<file path="config.mk">
export PLATFORM = sky130hd
export DESIGN_NAME = instr_axis_rx
export DESIGN_NICKNAME = d
export VERILOG_FILES = /design/src/rtl/instr_pkg.sv /design/src/rtl/instr_bundle_fifo.sv /design/src/rtl/instr_axis_rx.sv
export SDC_FILE = /design/constraint.sdc
export NUM_CORES = 2
export LEC_CHECK = 0
export CAP_MARGIN = 20
export CORE_MARGIN = 2
export CORE_UTILIZATION = 42
export CTS_CLUSTER_DIAMETER = 50
export DETAILED_ROUTE_END_ITERATION = 8
export REMOVE_ABC_BUFFERS = 1
export SYNTH_ARGS = -nofsm -noshare
export SYNTH_HDL_FRONTEND = slang
export SYNTH_SLANG_ARGS = --single-unit
</file>
<file path="constraint.sdc">
create_clock -name clk -period 61.2 [get_ports clk]
set_clock_uncertainty 0.15 [all_clocks]
set_input_delay 12.24 -clock clk [delete_from_list [all_inputs] [get_ports clk]]
set_output_delay 12.24 -clock clk [all_outputs]
set_load 0.03 [all_outputs]
</file>
<file path="src/rtl/instr_pkg.sv">
// Shared types and constants for the instruction stream receiver.
package instr_pkg;

  localparam int unsigned INSTR_WORD_W   = 128;
  localparam int unsigned INSTR_WORDS    = 4;
  localparam int unsigned INSTR_LAST_BIT = 120;

  localparam logic [2:0] TAG_W0 = 3'b100;
  localparam logic [2:0] TAG_W1 = 3'b101;
  localparam logic [2:0] TAG_W2 = 3'b110;
  localparam logic [2:0] TAG_W3 = 3'b111;

  typedef logic [INSTR_WORD_W-1:0] instr_word_t;
  typedef instr_word_t [INSTR_WORDS-1:0] instr_bundle_t;

  typedef enum logic {StIdle, StCollect} rx_state_e;

  function automatic logic [2:0] word_tag(input instr_word_t w);
    return w[INSTR_WORD_W-1 -: 3];
  endfunction

  // Word k of a bundle carries {1'b1, k}.
  function automatic logic [2:0] expected_tag(input logic [1:0] idx);
    return {1'b1, idx};
  endfunction

endpackage

</file>
<file path="src/rtl/instr_bundle_fifo.sv">
// Register FIFO of assembled instruction bundles; head entry is read straight from storage.
module instr_bundle_fifo
  import instr_pkg::*;
#(
  parameter int unsigned Depth = 2
) (
  input  logic          clk_i,
  input  logic          rst_i,
  input  logic          push_i,
  input  instr_bundle_t push_data_i,
  input  logic          pop_i,
  output instr_bundle_t head_o,
  output logic          full_o,
  output logic          empty_o
);

  localparam int unsigned PtrW = (Depth > 1) ? $clog2(Depth) : 1;
  localparam int unsigned CntW = $clog2(Depth + 1);

  instr_bundle_t   mem_q [Depth];
  logic [PtrW-1:0] wr_ptr_q, rd_ptr_q;
  logic [CntW-1:0] count_q, count_d;
  logic            full_q, empty_q;
  logic            do_push, do_pop;

  assign do_push = push_i && !full_q;
  assign do_pop  = pop_i && !empty_q;

  always_comb begin
    count_d = count_q;
    if (do_push && !do_pop) begin
      count_d = count_q + CntW'(1);
    end else if (do_pop && !do_push) begin
      count_d = count_q - CntW'(1);
    end
  end

  always_ff @(posedge clk_i) begin
    if (rst_i) begin
      for (int i = 0; i < Depth; i++) begin
        mem_q[i] <= '0;
      end
      wr_ptr_q <= '0;
      rd_ptr_q <= '0;
      count_q  <= '0;
      full_q   <= 1'b0;
      empty_q  <= 1'b1;
    end else begin
      if (do_push) begin
        mem_q[wr_ptr_q] <= push_data_i;
        wr_ptr_q        <= wr_ptr_q + PtrW'(1);
      end
      if (do_pop) begin
        rd_ptr_q <= rd_ptr_q + PtrW'(1);
      end
      count_q <= count_d;
      full_q  <= (count_d == CntW'(Depth));
      empty_q <= (count_d == '0);
    end
  end

  assign head_o  = mem_q[rd_ptr_q];
  assign full_o  = full_q;
  assign empty_o = empty_q;

endmodule

</file>
<file path="src/rtl/instr_axis_rx.sv">
// Instruction stream receiver: validates word tags, packs 4-word bundles and queues them
// for the layer controller.
module instr_axis_rx
  import instr_pkg::*;
#(
  parameter int unsigned DATA_WIDTH      = 128,
  parameter int unsigned WORDS_PER_INSTR = 4,
  parameter int unsigned BUF_DEPTH       = 2
) (
  input  logic                                  clk,
  input  logic                                  rst,
  input  logic                                  s_axis_instr_tvalid,
  output logic                                  s_axis_instr_tready,
  input  logic [DATA_WIDTH-1:0]                 s_axis_instr_tdata,
  output logic                                  instr_valid,
  input  logic                                  instr_ready,
  output logic [DATA_WIDTH*WORDS_PER_INSTR-1:0] instr_data,
  output logic                                  instr_last,
  output logic [31:0]                           instr_cnt,
  output logic                                  err_seq,
  input  logic                                  err_clr
);

  rx_state_e         state_q;
  logic [1:0]        idx_q;
  instr_word_t [2:0] part_q;
  logic              rst_q;
  logic              err_seq_q;
  logic [31:0]       instr_cnt_q;

  instr_word_t   word;
  logic [2:0]    tag;
  logic          word_fire, tag_ok, seq_err, push, pop;
  logic          buf_full, buf_empty;
  instr_bundle_t push_bundle, head;

  // No same-cycle pop credit: tready only looks at the registered full flag.
  assign s_axis_instr_tready = !rst_q && !buf_full;

  assign word      = s_axis_instr_tdata;
  assign tag       = word_tag(word);
  assign word_fire = s_axis_instr_tvalid && s_axis_instr_tready;
  // idx_q is 0 in StIdle, so one compare covers both states.
  assign tag_ok    = (tag == expected_tag(idx_q));
  assign seq_err   = word_fire && !tag_ok;
  assign push      = word_fire && (state_q == StCollect) && tag_ok && (tag == TAG_W3);
  assign pop       = instr_valid && instr_ready;

  assign push_bundle = {word, part_q[2], part_q[1], part_q[0]};

  always_ff @(posedge clk) begin
    if (rst) begin
      state_q     <= StIdle;
      idx_q       <= 2'd0;
      part_q      <= '0;
      rst_q       <= 1'b1;
      err_seq_q   <= 1'b0;
      instr_cnt_q <= '0;
    end else begin
      rst_q <= 1'b0;
      if (word_fire) begin
        unique case (state_q)
          StIdle: begin
            if (tag_ok) begin
              part_q[0] <= word;
              idx_q     <= 2'd1;
              state_q   <= StCollect;
            end
          end
          StCollect: begin
            if (tag_ok) begin
              if (idx_q == 2'd3) begin
                idx_q   <= 2'd0;
                state_q <= StIdle;
              end else begin
                part_q[idx_q] <= word;
                idx_q         <= idx_q + 2'd1;
              end
            end else if (tag == TAG_W0) begin
              // A fresh word0 restarts the bundle instead of waiting in idle.
              part_q[0] <= word;
              idx_q     <= 2'd1;
            end else begin
              idx_q   <= 2'd0;
              state_q <= StIdle;
            end
          end
          default: begin
            idx_q   <= 2'd0;
            state_q <= StIdle;
          end
        endcase
      end
      if (seq_err) begin
        err_seq_q <= 1'b1;
      end else if (err_clr) begin
        err_seq_q <= 1'b0;
      end
      if (pop) begin
        instr_cnt_q <= instr_cnt_q + 32'd1;
      end
    end
  end

  instr_bundle_fifo #(
    .Depth (BUF_DEPTH)
  ) u_fifo (
    .clk_i       (clk),
    .rst_i       (rst),
    .push_i      (push),
    .push_data_i (push_bundle),
    .pop_i       (pop),
    .head_o      (head),
    .full_o      (buf_full),
    .empty_o     (buf_empty)
  );

  assign instr_valid = !buf_empty;
  assign instr_data  = head;
  assign instr_last  = head[0][INSTR_LAST_BIT];
  assign instr_cnt   = instr_cnt_q;
  assign err_seq     = err_seq_q;

endmodule
</file>
After elaboration in Yosys (flattened, before gate mapping)
Memories as Yosys holds them, arrays and structs flattened. A register that Yosys moved wholly into a read port is not among the register bits.
Index checks and enable logic that the tools add are counted.

operators by class
  bitwise gates (word level) = 2
  reductions and logical operators = 24
  multiplexer cells = 32
  add/subtract/negate cells = 6
  order comparisons = 2
  equal/unequal tests = 8

operator list
  cell                                                                                  count
  128-bit two-way mux                                                                   5
  512-bit two-way mux                                                                   1
  512-bit OR reduction                                                                  1
  384-bit bitwise mux                                                                   1
  128-bit demux with 2-bit select                                                       1
  128-bit one-hot mux with 2 select lines                                               1
  32-bit by 1-bit adder with 32-bit output (second input constant)                      1
  1-bit two-way mux                                                                     16
  1-bit logical AND                                                                     12
  2-bit two-way mux                                                                     5
  4-bit AND reduction                                                                   2
  3-bit equality test (second input constant)                                           2
  1-bit logical NOT                                                                     6
  2-bit by 1-bit adder with 2-bit output (second input constant)                        2
  2-bit equality test (second input constant)                                           2
  2-bit one-hot mux with 2 select lines                                                 1
  3-bit equality test                                                                   1
  2-bit by 3-bit < comparator with 1-bit output (second input constant)                 1
  3-bit by 1-bit != test with 1-bit output (second input constant)                      1
  3-bit != test (second input constant)                                                 1
  1-bit adder (second input constant)                                                   2
  2-bit by 1-bit greater-or-equal comparator with 1-bit output (second input constant)  1
  2-bit logical NOT                                                                     1
  2-bit != test (second input constant)                                                 1
  other kinds (5)                                                                       6

word-level totals
  bits in writable memories = 1024
  memories = 1
  flip-flop bits (word level) = 427

memories
  name          depth  bits a word  rd ports  clocked after memory_dff  write ports  RTL line                 text
  u_fifo.mem_q  2      512          1         1                         2            instr_bundle_fifo.sv:20  instr_bundle_t mem_q [Depth];

Depth between registers and ports, before layout
  word-level depth = 12
  mapped depth = 8

Cells and area by module
A second synthesis with hierarchy kept.

unflattened totals
  cells, all modules = 4644
  area total of the unflattened synthesis = 60285.3 um^2

by module, submodules not included
  module             sequential area each (um^2)  area each (um^2)  cells each  times used
  instr_bundle_fifo  30889.6                      44093.5           2767        1
  instr_axis_rx      8428.1                       16191.8           1877        1

Worst setup path before layout
Ideal clock, no wire load.

  path type = input port to flip-flop
  start = input s_axis_instr_tvalid
  end = memory u_fifo.mem_q[0][0] (netlist name), enable pin
  data arrival time = 48.638 ns
  data required time = 58.949 ns
  cell stages on the path = 4
  path slack = 10.312 ns
  library setup time = 2.101 ns
  path buffers = 1
  cell sequence = nor3b_2 > nand4_1 > clkbuf_1 > o21ai_0

RTL lines
  what         RTL line                 text
  from (decl)  instr_axis_rx.sv:12      input logic s_axis_instr_tvalid,
  to (decl)    instr_bundle_fifo.sv:20

==> out/metrics.cfg <==
[floorplan]
die_x_microns = 381
std_cell_rows = 138
design.core.area_sq_um = 141000
initial_utilization = 0.423
die_height_microns = 381
io_pins = 681
die-area_sq_um = 145000

[cts]
cts_tree = done
ctsLongestPathBuffers = 3
cts_hold_buf = 0
path_clk_slew_ns = 0.05
clkSinkCount = 1452
cts_setup_buffers = 0
ctsRootBufferMaster = clkbuf_16
cts-resized-gates = 0
htree_levels = 4
numCtsBuffers = 164
clk_latency_ns = 0.79

[timing]
finalCritPeriodShare = 0.294
slew_violations = 0
tns_ns = 0
tightest_slew_ns = 1.19
finalCriticalPeriod_ns = 18.01
fmax_ghz = 0.0555
relSlewSlack = 0.207
grt_setup_unrepaired = false
setup_viol = 0
finalHoldViolations = 0

[synth]
synth_top_family_by_area = multiplexers
ys_ff_latch = 1452
yosys_warnings = 0
synth_compound_area_frac = 0.00630
synthXorXnorAreaFrac = 0.00215
synthDistinctLibCells = 50
muxShareOfSynthArea = 0.161
synthesis.area_sq_um = 59800
avgSynthCellArea_sq_um = 13.7
yosys.area_share.simple = 0.150
ys_seq_area_frac = 0.657
syn_inst = 4372
synth_fa_ha_area_frac = 0.00105

[global_route]
grt_pass1_wl_mm = 218
grt_overflow_total = 0
grt.total_usage = 0.196
grt_pass1_vias = 34600
antenna_found_initial = 4
grt_start_max_net_pins = 200

[cells_and_area]
final_layout_size_suffix_gt1_frac = 0.161
syn2layout_area_growth_pct = 23.1
final_area_sq_um = 73600
nets = 5113

[detailed_routing]
vias_per_cell = 4.91
ant_nets = 0
wirelength_mm = 146
drtPass1Iterations = 5
drc = 0
wl_per_cell_microns = 20.8
first_iter_violations = 2125
vias = 34400

[setup_path]
critPathMaxFanout = 81
criticalPathCategory = register to primary output
endpoint_kind = primary output
required_ns = 48.81
regToRegStartpoint = rst_q
cp-start-kind = register
cp.arrival_ns = 5.62

[hold_path]
hold_start = part_q[231]
min_path_type = register to register

[place]
port_buffers = 680
placed_area_sq_um = 68200
place_hpwl_mm = 84.4
place.gp.congestion = 0.769

[power]
power_w = 0.00217
leakagePower_nw = 28.1
power.density_nw_per_um2 = 29.5
ir_worst_vdd_mv = 0.0203

[flow_run]
maxCapViolCount = 0

[run_status]
status = finished, final reports clean

[layer usage]
layer	GRT usage	up-vias	share of wire
met5	0	-	0.00016
met4	0.0696	4	0.030
met3	0.0631	200	0.073
met2	0.312	792	0.47
met1	0.250	17000	0.43
li1	-	16400	-
[cell type report]
| cell class | count | area [sq um] |
|---|---|---|
| tap | 1890 | 2360 |
| multi-input combinational | 2619 | 19200 |
| fill | 11900 | 67800 |
| sequential | 1452 | 39300 |
| antenna | 2 | 5.00 |
| clock inverter | 75 | 717 |
| clock buffer | 233 | 4680 |
| inverter | 16 | 67.6 |
| timing repair buffer | 722 | 7240 |
[logic make-up (layout without fill, tap and decap cells)]
group / after synthesis / count (layout)
AOI/OAI and AO/OA: 62 / 62
adders and majority gates: 5 / 5
DFF: 1452 / 1452
other: 0 / 2
buffers and inverters: 301 / 1046
muxes: 898 / 898
xor gates and xnor gates: 13 / 13
and+or+nand+nor: 1641 / 1641
[worst max-delay path: stages, from the launching register on]
cell and delay (ns):
dfxtp_4 0.85, buf_4 0.89, buf_4 0.95, buf_4 0.89, mux2_2 0.43, clkdlybuf4s50_1 0.60
[state kept, by name, indices dropped and copies added, names as in the netlist, named ones only]
name             count
instr_cnt           32
u_fifo.mem_q      1024
u_fifo.wr_ptr_q      1
err_seq              1
part_q             384
rst_q                1
u_fifo.full_o        1
u_fifo.rd_ptr_q      1
state_q              1
u_fifo.empty_o       1
u_fifo.count_q       2
idx_q                2
[Yosys cell counts, drive strengths merged]
cell type	number	share of area
a22o	1	0.00015
nand3b	1	0.00033
or4	18	0.0023
o21ai	11	0.00092
a21boi	1	0.00013
mux2	515	0.097
buf	52	0.0063
and4	5	0.00073
or4b	2	0.00033
nor4	1	0.00010
mux2i	383	0.064
nand4b	1	0.00015
edfxtp	1024	0.51
o31ai	14	0.0018
nand4	8	0.00084
nor3b	4	0.00067
o311ai	1	0.00015
nor4b	1	0.00015
o32ai	1	0.00015
clkbuf	233	0.015
xnor2	9	0.0016
inv	16	0.0010
ha	5	0.0010
xor2	4	0.00059
nand3	13	0.0013
and3	1	0.00010
nand2b	3	0.00031
nor2b	3	0.00031
nor2	21	0.0013
a21oi	27	0.0023
nor3	8	0.00075
or3	11	0.0012
nand2	520	0.033
dfxtp	428	0.14
a22oi	1	0.00013
o21a	2	0.00025
and2	1019	0.11
or2	1	0.00010
o211ai	2	0.00025
o211a	1	0.00017
[metrics by stage]
| stage | hold slack (ns) | setup slack (ns) | std cells | utilization |
|---|---|---|---|---|
| 2_1_floorplan | 0.286 | -10.48 | 4087 | - |
| 3_3_place_gp | 0.296 | 43.51 | 6699 | 0.482 |
| 3_5_place_dp | 0.302 | 43.44 | 6699 | 0.482 |
| 4_1_cts | 0.312 | 43.06 | 7007 | 0.521 |
| 5_1_grt | 0.327 | 42.87 | 7009 | 0.521 |
| 6_report | 0.309 | 43.19 | 7009 | 0.521 |
[cell usage in the layout (no fill, tap or decap), drive strengths merged, types with 5 or more instances in the layout]
master / netlist / routed
clkinv: 0 / 50
buf: 52 / 43
a21oi: 27 / 27
nand4: 8 / 8
mux2i: 383 / 383
o31ai: 14 / 14
clkbuf: 233 / 233
o21ai: 11 / 11
dfxtp: 428 / 428
nand2: 520 / 520
ha: 5 / 5
or4: 18 / 18
edfxtp: 1024 / 1024
and4: 5 / 5
bufinv: 0 / 9
nor3: 8 / 8
xnor2: 9 / 9
inv: 16 / 26
and2: 1019 / 1019
clkdlybuf4s50: 0 / 679
clkinvlp: 0 / 6
nor2: 21 / 21
mux2: 515 / 515
nand3: 13 / 13
or3: 11 / 11
[power by group]
group          switching [W]  internal, W  leakage [nW]
registers         0.00000708      0.00107          14.0
logic              0.0000779    0.0000440          11.5
clock network       0.000396     0.000574          2.63
[worst paths after layout]
| path | depth (start not counted) | end | slack [ns] |
|---|---|---|---|
| setup / recovery | 5 | instr_data[374] | 43.19 |
| hold / removal | 2 | part_q[231] | 0.31 |
| setup reg to reg | 8 | u_fifo.mem_q[0][201] | 55.87 |
| hold reg to reg | 2 | part_q[231] | 0.31 |
(Power assumes the default switching activity.)
